===== src/rtl/spi_wb_master.sv =====
// SPI slave (mode 0, MSB first, 16-bit words) bridged to a classic-cycle
// Wishbone master. Frame = {rw, addr} header followed by auto-incrementing
// data words. The SPI pins are oversampled in the sys_clk domain.
module spi_wb_master #(
  parameter int unsigned ADDR_WIDTH  = 15,
  parameter int unsigned SYNC_STAGES = 2,
  parameter int unsigned WB_TIMEOUT  = 255
) (
  input  logic                  sys_clk,
  input  logic                  sys_rst_n,
  input  logic                  spi_sck,
  input  logic                  spi_ss_n,
  input  logic                  spi_mosi,
  output logic                  spi_miso,
  output logic [ADDR_WIDTH-1:0] wb_adr_o,
  output logic [15:0]           wb_dat_o,
  input  logic [15:0]           wb_dat_i,
  output logic [2:0]            wb_cti_o,
  output logic [1:0]            wb_sel_o,
  output logic                  wb_we_o,
  output logic                  wb_cyc_o,
  output logic                  wb_stb_o,
  input  logic                  wb_ack_i,
  output logic [1:0]            err_o
);

  typedef enum logic [1:0] {SPI_IDLE, SPI_HEADER, SPI_DATA} spi_state_e;
  typedef enum logic {WB_IDLE, WB_BUSY} wb_state_e;

  logic [SYNC_STAGES-1:0] sck_sync_q, ss_sync_q, mosi_sync_q;
  logic                   sck_prev_q, ss_prev_q;
  logic                   sck_s, ss_s, mosi_s;
  logic                   sck_rise, sck_fall, ss_fall;

  spi_state_e             state_q, state_d;
  wb_state_e              wb_state_q, wb_state_d;
  logic [3:0]             bit_cnt_q, bit_cnt_d;
  logic [15:0]            rx_shift_q, rx_shift_d;
  logic [15:0]            tx_shift_q, tx_shift_d;
  logic                   rw_q, rw_d;
  logic [ADDR_WIDTH-1:0]  addr_q, addr_d;
  logic                   miso_q, miso_d;
  logic                   rd_wait_q, rd_wait_d;
  logic [1:0]             err_q, err_d;
  logic                   cyc_q, cyc_d;
  logic                   we_q, we_d;
  logic [ADDR_WIDTH-1:0]  adr_q, adr_d;
  logic [15:0]            dat_q, dat_d;
  logic [7:0]             tmo_q, tmo_d;

  logic [15:0]            rx_word;
  logic                   req, req_we, leave;
  logic [ADDR_WIDTH-1:0]  req_adr;

  // Synchronise SPI pins and keep the previous synced level for edge detection
  always_ff @(posedge sys_clk or negedge sys_rst_n) begin
    if (!sys_rst_n) begin
      sck_sync_q  <= '0;
      ss_sync_q   <= '1;
      mosi_sync_q <= '0;
      sck_prev_q  <= 1'b0;
      ss_prev_q   <= 1'b1;
    end else begin
      sck_sync_q  <= {sck_sync_q[SYNC_STAGES-2:0], spi_sck};
      ss_sync_q   <= {ss_sync_q[SYNC_STAGES-2:0], spi_ss_n};
      mosi_sync_q <= {mosi_sync_q[SYNC_STAGES-2:0], spi_mosi};
      sck_prev_q  <= sck_s;
      ss_prev_q   <= ss_s;
    end
  end

  assign sck_s    = sck_sync_q[SYNC_STAGES-1];
  assign ss_s     = ss_sync_q[SYNC_STAGES-1];
  assign mosi_s   = mosi_sync_q[SYNC_STAGES-1];
  assign sck_rise = sck_s & ~sck_prev_q;
  assign sck_fall = ~sck_s & sck_prev_q;
  assign ss_fall  = ~ss_s & ss_prev_q;

  // Next-state logic: SPI framing first, then bus issue, then bus completion.
  // rd_wait marks a read whose data still belongs on MISO; completion uses the
  // already-updated value so a late word or a frame end discards the data.
  always_comb begin
    state_d    = state_q;
    wb_state_d = wb_state_q;
    bit_cnt_d  = bit_cnt_q;
    rx_shift_d = rx_shift_q;
    tx_shift_d = tx_shift_q;
    rw_d       = rw_q;
    addr_d     = addr_q;
    miso_d     = miso_q;
    rd_wait_d  = rd_wait_q;
    err_d      = err_q;
    cyc_d      = cyc_q;
    we_d       = we_q;
    adr_d      = adr_q;
    dat_d      = dat_q;
    tmo_d      = tmo_q;
    rx_word    = {rx_shift_q[14:0], mosi_s};
    req        = 1'b0;
    req_we     = 1'b0;
    req_adr    = addr_q;
    leave      = 1'b0;

    case (state_q)
      SPI_IDLE: begin
        miso_d    = 1'b0;
        rd_wait_d = 1'b0;
        bit_cnt_d = '0;
        if (ss_fall) state_d = SPI_HEADER;
      end
      default: begin
        if (sck_rise) begin
          rx_shift_d = rx_word;
          bit_cnt_d  = bit_cnt_q + 4'd1;
          if (state_q == SPI_DATA && rw_q && bit_cnt_q == 4'd0 && rd_wait_q) begin
            err_d[1]  = 1'b1;
            rd_wait_d = 1'b0;
          end
          if (bit_cnt_q == 4'd15) begin
            if (state_q == SPI_HEADER) begin
              rw_d    = rx_word[15];
              addr_d  = rx_word[ADDR_WIDTH-1:0];
              state_d = SPI_DATA;
              req     = rx_word[15];
              req_adr = rx_word[ADDR_WIDTH-1:0];
            end else if (rw_q) begin
              addr_d  = addr_q + ADDR_WIDTH'(1);
              req     = 1'b1;
              req_adr = addr_q + ADDR_WIDTH'(1);
            end else begin
              addr_d  = addr_q + ADDR_WIDTH'(1);
              req     = 1'b1;
              req_we  = 1'b1;
              req_adr = addr_q;
            end
          end
        end else if (sck_fall && state_q == SPI_DATA && rw_q && bit_cnt_q != 4'd0) begin
          tx_shift_d = {tx_shift_q[14:0], 1'b0};
          miso_d     = tx_shift_q[14];
        end
        if (ss_s) begin
          leave     = 1'b1;
          state_d   = SPI_IDLE;
          bit_cnt_d = '0;
        end
      end
    endcase

    if (req) begin
      if (!req_we) begin
        tx_shift_d = '0;
        miso_d     = 1'b0;
      end
      if (wb_state_q == WB_IDLE) begin
        wb_state_d = WB_BUSY;
        cyc_d      = 1'b1;
        we_d       = req_we;
        adr_d      = req_adr;
        tmo_d      = '0;
        if (req_we) dat_d = rx_word;
        else        rd_wait_d = 1'b1;
      end else begin
        err_d[1] = 1'b1;
      end
    end

    if (leave) begin
      miso_d    = 1'b0;
      rd_wait_d = 1'b0;
    end

    if (wb_state_q == WB_BUSY) begin
      if (wb_ack_i) begin
        wb_state_d = WB_IDLE;
        cyc_d      = 1'b0;
        we_d       = 1'b0;
        if (!we_q && rd_wait_d) begin
          tx_shift_d = wb_dat_i;
          miso_d     = wb_dat_i[15];
          rd_wait_d  = 1'b0;
        end
      end else if (tmo_q == 8'(WB_TIMEOUT - 1)) begin
        wb_state_d = WB_IDLE;
        cyc_d      = 1'b0;
        we_d       = 1'b0;
        err_d[0]   = 1'b1;
        if (!we_q && rd_wait_d) begin
          tx_shift_d = '0;
          miso_d     = 1'b0;
          rd_wait_d  = 1'b0;
        end
      end else begin
        tmo_d = tmo_q + 8'd1;
      end
    end
  end

  // State and registered outputs
  always_ff @(posedge sys_clk or negedge sys_rst_n) begin
    if (!sys_rst_n) begin
      state_q    <= SPI_IDLE;
      wb_state_q <= WB_IDLE;
      bit_cnt_q  <= '0;
      rx_shift_q <= '0;
      tx_shift_q <= '0;
      rw_q       <= 1'b0;
      addr_q     <= '0;
      miso_q     <= 1'b0;
      rd_wait_q  <= 1'b0;
      err_q      <= '0;
      cyc_q      <= 1'b0;
      we_q       <= 1'b0;
      adr_q      <= '0;
      dat_q      <= '0;
      tmo_q      <= '0;
    end else begin
      state_q    <= state_d;
      wb_state_q <= wb_state_d;
      bit_cnt_q  <= bit_cnt_d;
      rx_shift_q <= rx_shift_d;
      tx_shift_q <= tx_shift_d;
      rw_q       <= rw_d;
      addr_q     <= addr_d;
      miso_q     <= miso_d;
      rd_wait_q  <= rd_wait_d;
      err_q      <= err_d;
      cyc_q      <= cyc_d;
      we_q       <= we_d;
      adr_q      <= adr_d;
      dat_q      <= dat_d;
      tmo_q      <= tmo_d;
    end
  end

  assign spi_miso = miso_q;
  assign wb_adr_o = adr_q;
  assign wb_dat_o = dat_q;
  assign wb_cti_o = '0;
  assign wb_sel_o = '1;
  assign wb_we_o  = we_q;
  assign wb_cyc_o = cyc_q;
  assign wb_stb_o = cyc_q;
  assign err_o    = err_q;

endmodule


===== config.mk =====
export PLATFORM = sky130hd
export DESIGN_NAME = spi_wb_master
export DESIGN_NICKNAME = d
export VERILOG_FILES = /design/src/rtl/spi_wb_master.sv
export SDC_FILE = /design/constraint.sdc
export NUM_CORES = 1
export LEC_CHECK = 0
export CAP_MARGIN = 0
export CORE_UTILIZATION = 60
export DETAILED_ROUTE_END_ITERATION = 10
export PLACE_DENSITY = 0.85
export SYNTH_ARGS = -nofsm -noshare
export SYNTH_HDL_FRONTEND = slang
export SYNTH_SLANG_ARGS = --single-unit

===== constraint.sdc =====
create_clock -name sys_clk -period 2.9 [get_ports sys_clk]
set_input_delay 0.725 -clock sys_clk [delete_from_list [all_inputs] [get_ports sys_clk]]
set_output_delay 0.725 -clock sys_clk [all_outputs]
set_load 0.005 [all_outputs]

### Word level (Yosys, flattened, before mapping)

Cells that the tools add are included.

| word-level totals | value |
|---|---|
| flip-flop bits (word level) | 107 |
| latch bits | 0 |
| RAM bits | 0 |
| memory bits (read-only) | 0 |
| input port bits | 22 |
| output and inout bits | 42 |
| memories | 0 |

| operators by class | value |
|---|---|
| $add $sub $neg | 3 |
| multiply operators | 0 |
| divide/modulo/power cells | 0 |
| order comparisons | 0 |
| equality and inequality tests | 5 |
| shift operators | 0 |
| mux-type cells | 82 |
| bitwise logic cells | 9 |
| reductions and logical operators | 21 |

Operators with widths:

| kind | number |
|---|---|
| 16-bit two-way mux | 10 |
| 15-bit two-way mux | 6 |
| 1-bit two-way mux | 52 |
| 8-bit two-way mux | 5 |
| 15-bit by 1-bit adder with 15-bit output (second input constant) | 1 |
| 2-bit two-way mux | 6 |
| 4-bit two-way mux | 3 |
| 3-bit AND reduction | 3 |
| 3-bit nonzero test | 3 |
| 8-bit by 1-bit adder with 8-bit output (second input constant) | 1 |
| 8-bit equality test (second input constant) | 1 |
| 4-bit AND reduction | 2 |
| 1-bit logical AND | 7 |
| 1-bit NOT | 6 |
| 4-bit by 1-bit adder with 4-bit output (second input constant) | 1 |
| 4-bit equality test (second input constant) | 1 |
| 4-bit logical NOT | 1 |
| 2-bit AND reduction | 2 |
| 4-bit nonzero test | 1 |
| 1-bit AND | 3 |
| 2-bit by 1-bit equality test with 1-bit output (second input constant) | 1 |
| 2-bit equality test (second input constant) | 1 |
| 2-bit logical NOT | 1 |
| 2-bit != test (second input constant) | 1 |
| 1-bit logical NOT | 1 |

### Depth between registers and ports, before layout

Gate-level depths: netlist (run 1).

| logic depth | value |
|---|---|
| word-level depth | 16 |
| mapped depth | 9 |

### Worst setup path before layout (run 1)

OpenSTA, ideal clock, no wires.

| timing | value |
|---|---|
| kind | register to register |
| start point | register bit_cnt_q[0] |
| end point | register tx_shift_q[14] |
| library setup time | 0.077 ns |
| arrival | 1.915 ns |
| data required time | 2.823 ns |
| slack | 0.908 ns |
| stages on the path, launching flop included | 10 |
| clock period less this slack | 1.992 ns |
| cells stage by stage | dfrtp_1 -> inv_1 -> ha_1 -> nor3b_2 -> or4_4 -> buf_6 -> buf_6 -> mux2i_1 -> o21a_1 -> a21oi_1 |

| between the ends | value |
|---|---|
| cells in the longest elaborated chain, start to end | 15 |

RTL lines:

| element | RTL line | text |
|---|---|---|
| start: declaration | 37 | `logic [3:0] bit_cnt_q, bit_cnt_d;` |
| start signal: assignment | 219 | `bit_cnt_q <= bit_cnt_d;` |
| 4-bit logical NOT | 115 | `if (state_q == SPI_DATA && rw_q && bit_cnt_q == 4'd0 && rd_wait_q) begin` |
| 1-bit logical AND (2 in a row) | 115 |  |
| 1-bit two-way mux | 115 |  |
| 1-bit two-way mux | 112 | `if (sck_rise) begin` |
| 1-bit two-way mux | 104 | `case (state_q)` |
| 1-bit two-way mux | 160 | `if (req_we) dat_d = rx_word;` |
| 1-bit two-way mux | 154 | `if (wb_state_q == WB_IDLE) begin` |
| 1-bit two-way mux | 149 | `if (req) begin` |
| 1-bit two-way mux | 167 | `if (leave) begin` |
| 1-bit logical AND | 177, 187 |  |
| 16-bit two-way mux | 187 | `if (!we_q && rd_wait_d) begin` |
| 16-bit two-way mux | 182 | `end else if (tmo_q == 8'(WB_TIMEOUT - 1)) begin` |
| 16-bit two-way mux | 173 | `if (wb_ack_i) begin` |
| 16-bit two-way mux (*) | 172 | `if (wb_state_q == WB_BUSY) begin` |
| via tx_shift_d[14] | 39 | `logic [15:0] tx_shift_q, tx_shift_d;` |
| end signal: assignment | 221 | `tx_shift_q <= tx_shift_d;` |
| end: declaration | 39 |  |

The timed path passes the listed nets; every way through them passes the cells marked *.
A chain may end at the register's enable or synchronous reset.

### Final worst setup path (run 1)

| timing | value |
|---|---|
| start point | register bit_cnt_q[0] |
| end point | register tx_shift_q[0] |

Same word-level chain as after synthesis.

==> reports/metrics.yaml, run 1 <==
die-height_um: 95.9
cts_resized: 0
final_cell_mix: "103 x dfrtp_1, 57 x clkdlybuf4s50_1, 51 x nand2_1, 41 x a21oi_1, 35 x o21ai_0"
h-tree-depth: 3
outcome: "completed"
top_level_ports: 64
worst_ir_drop_vdd_v: 0.000328
initial_core_util_pct: 63.1
final-max-slew-violation-count: 0
cts_tree: "built"
track_usage_pct: 26.8
hold_buffers: 0
r2r_slack_ns: 0.68
hp-class: "in -> async"
async_flop_share_pct: 100
finalCriticalPeriod_ns: 2.22
ys.warnings.count: 0
num_antenna_cells: 0
cp_data_arrival_time_ns: 2.46
cts-buffers-inserted: 9
grt_pass1_wl_um: 18600
leakagePower_uw: 0.00262
synth_top_family_by_area: "compound AO/OA/AOI/OAI gates"
fin_worst_skew_ns: 0.0130
finalSetupViolCount: 0
rows: 33
r2r-end: "tx_shift_q[0]"
area_growth_pct: 14.2
fmax_mhz: 450
min_period_over_period_pct: 76.6
drt_iter0_markers: 252
clk_path_buf_depth: 2
place_ws_ns: 0.532
drc: 0
critPathKind: "reg -> reg"
drt_first_pass_iters: 5
slew_headroom_pct: 52.4
clk_latency_ns: 0.37
synthCells: 507
grt_pass1_vias: 3695
viasPerCell: 6.07
wire_per_inst_um: 17.4
dp_hpwl_um: 7790
die-area_um2: 9190
synth_edf_count: 0
syn_area_per_cell_um2: 10.4
rsz0062_at_grt: "false"
critPathCaptureType: "register"
final.setup.tns_ns: 0
drive_gt1_share_pct: 13.7
vias: 4008
worst_setup_path_start_kind: "register"
cts.clk_slew.worst_paths_ns: 0.10
final_nets: 577
ys_ff_latch: 106
core_um2: 8380
worstMarginPinSlew_ns: 0.714
io_buffers: 58
r2r_cells: 6
hold_viol_final: 0
place.gp.congestion: 0.926
r2r_start: "bit_cnt_q[0]"
die_w_um: 95.9
synth-xor-area-share_pct: 2.98
p_per_area_nw_per_um2: 431
synth-main-ff-cell: "dfrtp_1"
synthMuxAreaShare_pct: 10.9
root_buffer: "clkbuf_8"
antenna_left: 0
worstPathMaxFanout: 16
synthAdderAreaFrac_pct: 1.18
maxCapViolations: 0
grt_max_degree: 66
cp.required_ns: 3.13
cts.sinks: 106
synth_area_um2: 5290
synth_compound_gate_area_share_pct: 15.7
post_cts_buffers: 0
antenna_found_initial: 0
synth_cell_types: 62
drt_wl_total_um: 11500
final_common_cell: "dfrtp_1"
synth-simple-area-share_pct: 14.3
seq_area_frac_synth_pct: 50.2
layout_setup_ws_ns: 0.678
overflow: 0
synth_stat cells, types with 3 or more instances:
library cell	n	area share (%)
nand4_1	9	1.1
xor2_1	14	2.3
o22ai_1	11	1.3
clkbuf_1	11	0.78
buf_2	12	1.1
buf_4	9	1.3
o21a_1	15	2.1
nand2_1	51	3.6
mux2_4	9	2.6
dfstp_2	3	1.5
a21oi_1	41	3.9
a31oi_1	4	0.47
nand2b_1	7	0.83
nor3_1	7	0.66
inv_1	9	0.64
a2bb2oi_1	3	0.50
buf_6	3	0.64
nor2b_1	4	0.47
nor2_1	31	2.2
mux2i_1	18	3.4
nand3_1	18	1.7
xnor2_1	4	0.66
mux2_2	23	4.9
o21ai_0	35	3.3
dfrtp_1	103	49
ha_1	5	1.2
power by group:
part,internal [uW],switching [uW]
logic,89.3,98.1
registers,1520,70.6
clock network,332,488
final cells by class:
type,instances,area [um^2]
inverters,9,33.8
repair buffers,65,643
multi-input cells,359,2400
flip-flops and latches,106,2660
fillers,579,2350
well taps,105,131
clock inverters,5,30.0
clock buffers,11,141
registers in the layout (all words and copies together) (netlist names), 2 cells and up:
| name | cells |
|---|---|
| mosi_sync_q | 2 |
| tmo_q | 8 |
| addr_q | 15 |
| wb_adr_o | 15 |
| wb_dat_o | 16 |
| state_q | 2 |
| ss_sync_q | 2 |
| rx_shift_q | 15 |
| tx_shift_q | 15 |
| bit_cnt_q | 4 |
| err_o | 2 |
| sck_sync_q | 2 |
metal layers:
metal  track usage (%)  wire length, um  up-vias
li1                  -                -     1865
met2              41.5             5330      160
met1              38.4             5240     1957
met5                 0                0        -
met4              8.96              245        0
met3              4.58              649       26
through the flow:
step	util, %	total power (uW)	hold slack [ns]	instances	cell area (um^2)
5_1_grt	72.0	2700	0.354	660	6040
6_report	72.0	2600	0.330	660	6040
3_5_place_dp	70.0	1810	0.338	644	5860
3_3_place_gp	70.0	1800	0.332	644	5860
4_1_cts	72.0	2610	0.349	660	6040
2_1_floorplan	-	1710	0.331	510	5300
how the worst max path moves through the flow:
stage / startpoint / endpoint / depth (start not counted)
after CTS: bit_cnt_q[0] / tx_shift_q[0] / 6
after floorplan: bit_cnt_q[0] / tx_shift_q[14] / 9
after detailed placement: wb_ack_i / tmo_q[3] / 6
after global placement: wb_ack_i / tmo_q[7] / 5
after global routing: bit_cnt_q[0] / tx_shift_q[0] / 6
final: bit_cnt_q[0] / tx_shift_q[0] / 6
cells by family after synthesis:
logic type,count (synthesis)
and+or+nand+nor,147
xor gates and xnor gates,18
muxes,50
other,2
buffers and inverters,45
adders and majority gates,5
AOI/OAI and AO/OA,134
DFF,106
worst max-delay path, cell delays in order (launching register included):
cell	delay (ns)
dfrtp_1	0.42
ha_1	0.19
nand3_1	0.28
or2_4	0.37
a21oi_2	0.54
nand3b_1	0.20
a22oi_1	0.09
Power figures use the tool's default switching activity.
==> inputs of run 2 (changes only) <==
Settings changed: CORE_UTILIZATION 60 to 51, PLACE_DENSITY 0.85 to 0.77.
Clock period 2.9 ns to 1.9 ns, I/O delays scaled along.
==> reports/metrics.yaml, run 2 (synthesis gave the netlist of run 1 again) <==
outcome: "finished, violations left"
violations: "setup timing"
finalSetupViolCount: 5  # +5
die-area_um2: 10800  # +17%
cp_data_arrival_time_ns: 2.21  # -0.25 ns
critPathKind: "reg -> reg"
hold_viol_final: 0  # unchanged
clk_latency_ns: 0.37  # about the same
p_per_area_nw_per_um2: 638  # +48%
grt_pass1_vias: 4106  # +11%
critPathCaptureType: "register"
fill_cells: 785  # +36%
min_period_over_period_pct: 101  # +24 points
overflow: 0  # unchanged
final_common_cell: "dfrtp_1"
rows: 36  # +9.1%
final-max-slew-violation-count: 0  # unchanged
drc: 0  # unchanged
cts.clk_slew.worst_paths_ns: 0.10  # about the same
cts-buffers-inserted: 9  # unchanged
num_antenna_cells: 0  # unchanged
dp_hpwl_um: 8430  # +8.2%
viasPerCell: 5.70  # -6.2%
r2r-end: "tx_shift_q[13]"
r2r_cells: 8  # +2
fmax_mhz: 522  # +16%
track_usage_pct: 23.9  # -2.8 points
die_w_um: 104  # +8.3%
cts_tree: "built"
hold_buffers: 0  # unchanged
cts.sinks: 106  # unchanged
fin_worst_skew_ns: 0.0131  # +0.0000521 ns
final.setup.tns_ns: -0.0368  # -0.0368 ns
final_nets: 617  # +6.9%
final_cell_mix: "103 x dfrtp_1, 57 x clkdlybuf4s50_1, 51 x nand2_1, 41 x buf_4, 32 x o21ai_0"
clk_path_buf_depth: 2  # unchanged
largest_register_ffs: 16  # unchanged
worst_setup_path_start_kind: "register"
drt_wl_total_um: 12200  # +6.4%
drt_first_pass_iters: 4  # -1
area_growth_pct: 23.7
root_buffer: "clkbuf_8"
grt_max_degree: 86  # +30%
h-tree-depth: 3  # unchanged
place.gp.congestion: 0.880  # -4.9%
die-height_um: 104  # +8.3%
top_level_ports: 64  # unchanged
maxCapViolations: 0  # unchanged
worst_ir_drop_vdd_v: 0.000618  # +89%
drive_gt1_share_pct: 22.4  # +8.7 points
initial_core_util_pct: 53.3  # -9.7 points
hp-class: "in -> async"
io_buffers: 58  # unchanged
leakagePower_uw: 0.00286  # +9.4%
place_ws_ns: -0.0452  # -0.577 ns
r2r_slack_ns: -0.02  # -0.69 ns
core_um2: 9910  # +18%
layout_setup_ws_ns: -0.0161  # -0.694 ns
r2r_start: "bit_cnt_q[0]"
antenna_found_initial: 0  # unchanged
postLayoutCoreUtil_pct: 66.0  # -6.0 points
rsz0062_at_grt: "true"
cp-startpoint: "bit_cnt_q[0]"
finalCriticalPeriod_ns: 1.92  # -0.306 ns
endpoint: "tx_shift_q[13]"
cp.required_ns: 2.20  # -0.93 ns
drt_iter0_markers: 323  # +28%
antenna_left: 0  # unchanged
wire_per_inst_um: 16.8  # -3.6%
vias: 4149  # +3.5%
grt_pass1_wl_um: 20700  # +12%
worstPathMaxFanout: 15  # -1
run 2: cell types whose count changed in the layout (fill, tap and decap cells not counted), sizes merged:
| cell | delta |
|---|---|
| clkinvlp | -1 |
| bufinv | +1 |
| buf | +40 |
run 2: timing repair:
action / 4_1_cts / 5_1_grt
resized for setup: 3 / 20
setup endpoints to repair: 30 / 42
pin swaps: 1 / 2
setup buffers: 2 / 2
run 2: layout make-up:
class	instances	area, um^2	area share, %
sequential	106	2660	40.6
clock inverter	5	52.6	0.804
clock buffer	11	151	2.32
inverter	9	33.8	0.517
multi-input combinational	359	2480	37.9
timing repair buffer	105	1000	15.3
tap	133	166	2.55
run 2: where the power goes:
| part | switching, uW | total, uW | internal [uW] |
|---|---|---|---|
| logic | 168 | 323 | 155 |
| registers | 96.0 | 2420 | 2330 |
| clock network | 750 | 1420 | 675 |
run 2: metrics by stage:
| stage | cell area [um^2] | std cells | total power (uW) | hold slack, ns |
|---|---|---|---|---|
| 2_1_floorplan | 5310 | 510 | 2600 | 0.179 |
| 6_report | 6540 | 728 | 4170 | 0.116 |
| 5_1_grt | 6540 | 728 | 4350 | 0.140 |
| 3_3_place_gp | 6230 | 708 | 2770 | 0.333 |
| 3_5_place_dp | 6230 | 708 | 2780 | 0.335 |
| 4_1_cts | 6450 | 726 | 4210 | 0.138 |
run 2: worst min path at each step:
stage                                end  depth (start not counted)  slack (ns)
final                           tmo_q[4]                          2        0.12
after global routing            tmo_q[4]                          2        0.14
after CTS                    wb_adr_o[8]                          2        0.14
after detailed placement  mosi_sync_q[1]                          0        0.33
after global placement    mosi_sync_q[1]                          0        0.33
after floorplan                addr_q[0]                          0        0.18
run 2: routing by layer:
layer / GRT usage, % / part of all wire, %
met5: 0 / 0
met3: 4.28 / 5.4
met1: 33.8 / 46
met2: 37.4 / 47
met4: 8.06 / 1.4
run 2: worst max-delay path, stage by stage, from the launching register on:
cell and delay, ns:
dfrtp_1 0.40, inv_1 0.06, ha_2 0.17, nor3b_4 0.15, or4_4 0.46, buf_12 0.18, mux2i_1 0.12, o21a_1 0.18
a21oi_1 0.12
==> inputs of run 3 (changes only) <==
Settings changed: CORE_UTILIZATION 51 to 56, PLACE_DENSITY 0.77 to 0.8.
Clock period 1.9 ns to 2 ns, I/O delays scaled along.
==> reports/metrics.yaml, run 3 (synthesis gave the netlist of run 1 again) <==
final_common_cell: "dfrtp_1"
outcome: "completed"
die_w_um: 99.2  # -4.5%
top_level_ports: 64  # unchanged
max_stage_delay_ns: 0.56  # +0.10 ns
worstPathCellList: "inv_1, ha_2, nor3b_4, or4_4, buf_12, mux2i_1, o21a_1, a21oi_2"
grt_pass1_vias: 4042  # -1.6%
num_antenna_cells: 0  # unchanged
h-tree-depth: 3  # unchanged
cts_tree: "built"
antenna_left: 0  # unchanged
die-area_um2: 9830  # -8.8%
wire_per_inst_um: 17.3  # +3.1%
cp.required_ns: 2.31  # +0.11 ns
final_cell_mix: "103 x dfrtp_1, 57 x clkdlybuf4s50_1, 51 x nand2_1, 40 x buf_4, 34 x o21ai_0"
clk_path_buf_depth: 2  # unchanged
place.gp.congestion: 0.893  # +1.4%
regArea_um2: 2660  # unchanged
drt_first_pass_iters: 5  # +1
grt.busiest_layer: "met2"
finalSetupViolCount: 0  # -5
finalCriticalPeriod_ns: 1.98  # +0.0676 ns
r2r_start: "bit_cnt_q[1]"
final-max-slew-violation-count: 0  # unchanged
final_cell_area_um2: 6570  # +0.46%
drt_wl_total_um: 12200  # +0.43%
multi_input_area_um2: 2470  # -0.35%
hold_buffers: 0  # unchanged
grt_pass1_wl_um: 20500  # -0.83%
track_usage_pct: 26.7  # +2.8 points
cp-startpoint: "bit_cnt_q[1]"
min_period_over_period_pct: 99.2  # -1.7 points
antenna_found_initial: 0  # unchanged
rows: 35  # -2.8%
grt_max_degree: 58  # -33%
clk_latency_ns: 0.38  # about the same
critPathKind: "reg -> reg"
worstPathMaxFanout: 8  # -7
fill_cells: 659  # -16%
largest_register_ffs: 16  # unchanged
dp_hpwl_um: 8320  # -1.3%
initial_core_util_pct: 57.5  # +4.1 points
p_total_uw: 4000  # -4.0%
drive_gt1_share_pct: 22.2  # -0.11 points
drc: 0  # unchanged
placed_area_um2: 6150  # -1.2%
cts.sinks: 106  # unchanged
critPathCaptureType: "register"
grt_use_met2_pct: 40.7  # +3.3 points
vias: 4134  # -0.36%
core_um2: 9200  # -7.2%
area_growth_pct: 24.2
critical_path.top_delay_family: "simple AND/OR/NAND/NOR gates"
critPathBufInv: 2  # unchanged
drt_iter0_markers: 261  # -19%
root_buffer: "clkbuf_8"
worst_setup_path_start_kind: "register"
cts.clk_slew.worst_paths_ns: 0.11  # about the same
hp-class: "in -> async"
viasPerCell: 5.83  # +2.3%
worstSetupPathDepth: 8  # unchanged
die-height_um: 99.2  # -4.5%
cp_data_arrival_time_ns: 2.29  # +0.08 ns
io_buffers: 58  # unchanged
grt_util_met1_pct: 39.8  # +6.0 points
met3_usage_pct: 4.22  # -0.063 points
endpoint: "tx_shift_q[9]"
r2r_cells: 8  # unchanged
p_per_area_nw_per_um2: 609  # -4.5%
maxCapViolations: 0  # unchanged
fin_worst_skew_ns: 0.0163  # +0.00323 ns
critPathSlowestCell: "or4_4"
rsz0062_at_grt: "true"
r2r_slack_ns: 0.02  # +0.03 ns
worst_ir_drop_vdd_v: 0.000632  # +2.2%
final_nets: 620  # +0.49%
leakagePower_uw: 0.00290  # +1.4%
r2r-end: "tx_shift_q[9]"
fmax_mhz: 504  # -3.4%
hold_viol_final: 0  # unchanged
overflow: 0  # unchanged
cts-buffers-inserted: 9  # unchanged
-- run 3: layer usage --
metal  wire [um]  up-vias
met3         512       17
li1            -     1957
met4         163        0
met2        5940      114
met1        5630     2046
met5           0        -
-- run 3: cell type report --
type                       instances  area share, %
multi-input combinational        359           37.6
timing repair buffer             108           16.2
sequential                       106           40.4
tap                              111           2.11
clock buffer                      10           2.10
clock inverter                     6           1.07
inverter                           9          0.514
-- run 3: what timing repair did --
| item | 4_1_cts | 5_1_grt |
|---|---|---|
| pin swaps | 2 | 6 |
| hold endpoints to repair | 0 | 0 |
| cloned | 1 | 0 |
| resized for setup | 1 | 21 |
| buffers inserted | 2 | 8 |
| endpoints found under the setup margin | 13 | 47 |
-- run 3: how the worst min path moves through the flow --
stage | startpoint | endpoint | slack [ns]
2_1_floorplan | sys_rst_n | addr_q[0] | 0.20
6_report | sys_rst_n | wb_adr_o[9] | 0.09
4_1_cts | sys_rst_n | wb_adr_o[9] | 0.11
3_5_place_dp | sck_sync_q[0] | sck_sync_q[1] | 0.35
3_3_place_gp | mosi_sync_q[0] | mosi_sync_q[1] | 0.33
5_1_grt | sys_rst_n | wb_adr_o[9] | 0.11
-- run 3: per-stage QoR --
stage / hold slack (ns) / setup WS (ns) / setup TNS, ns / utilization (%) / cells
2_1_floorplan: 0.204 / 0.00807 / 0 / - / 510
3_3_place_gp: 0.332 / 0.0634 / 0 / 66.9 / 682
3_5_place_dp: 0.345 / -0.0194 / -0.0359 / 66.9 / 682
4_1_cts: 0.106 / -0.0223 / -0.0817 / 69.7 / 701
5_1_grt: 0.108 / -0.104 / -2.30 / 71.4 / 709
6_report: 0.0917 / 0.0163 / 0 / 71.4 / 709
-- run 3: where the power goes --
group | internal (uW) | switching, uW
clock network | 630 | 770
logic | 144 | 151
registers | 2210 | 96.5
total | 2990 | 1020
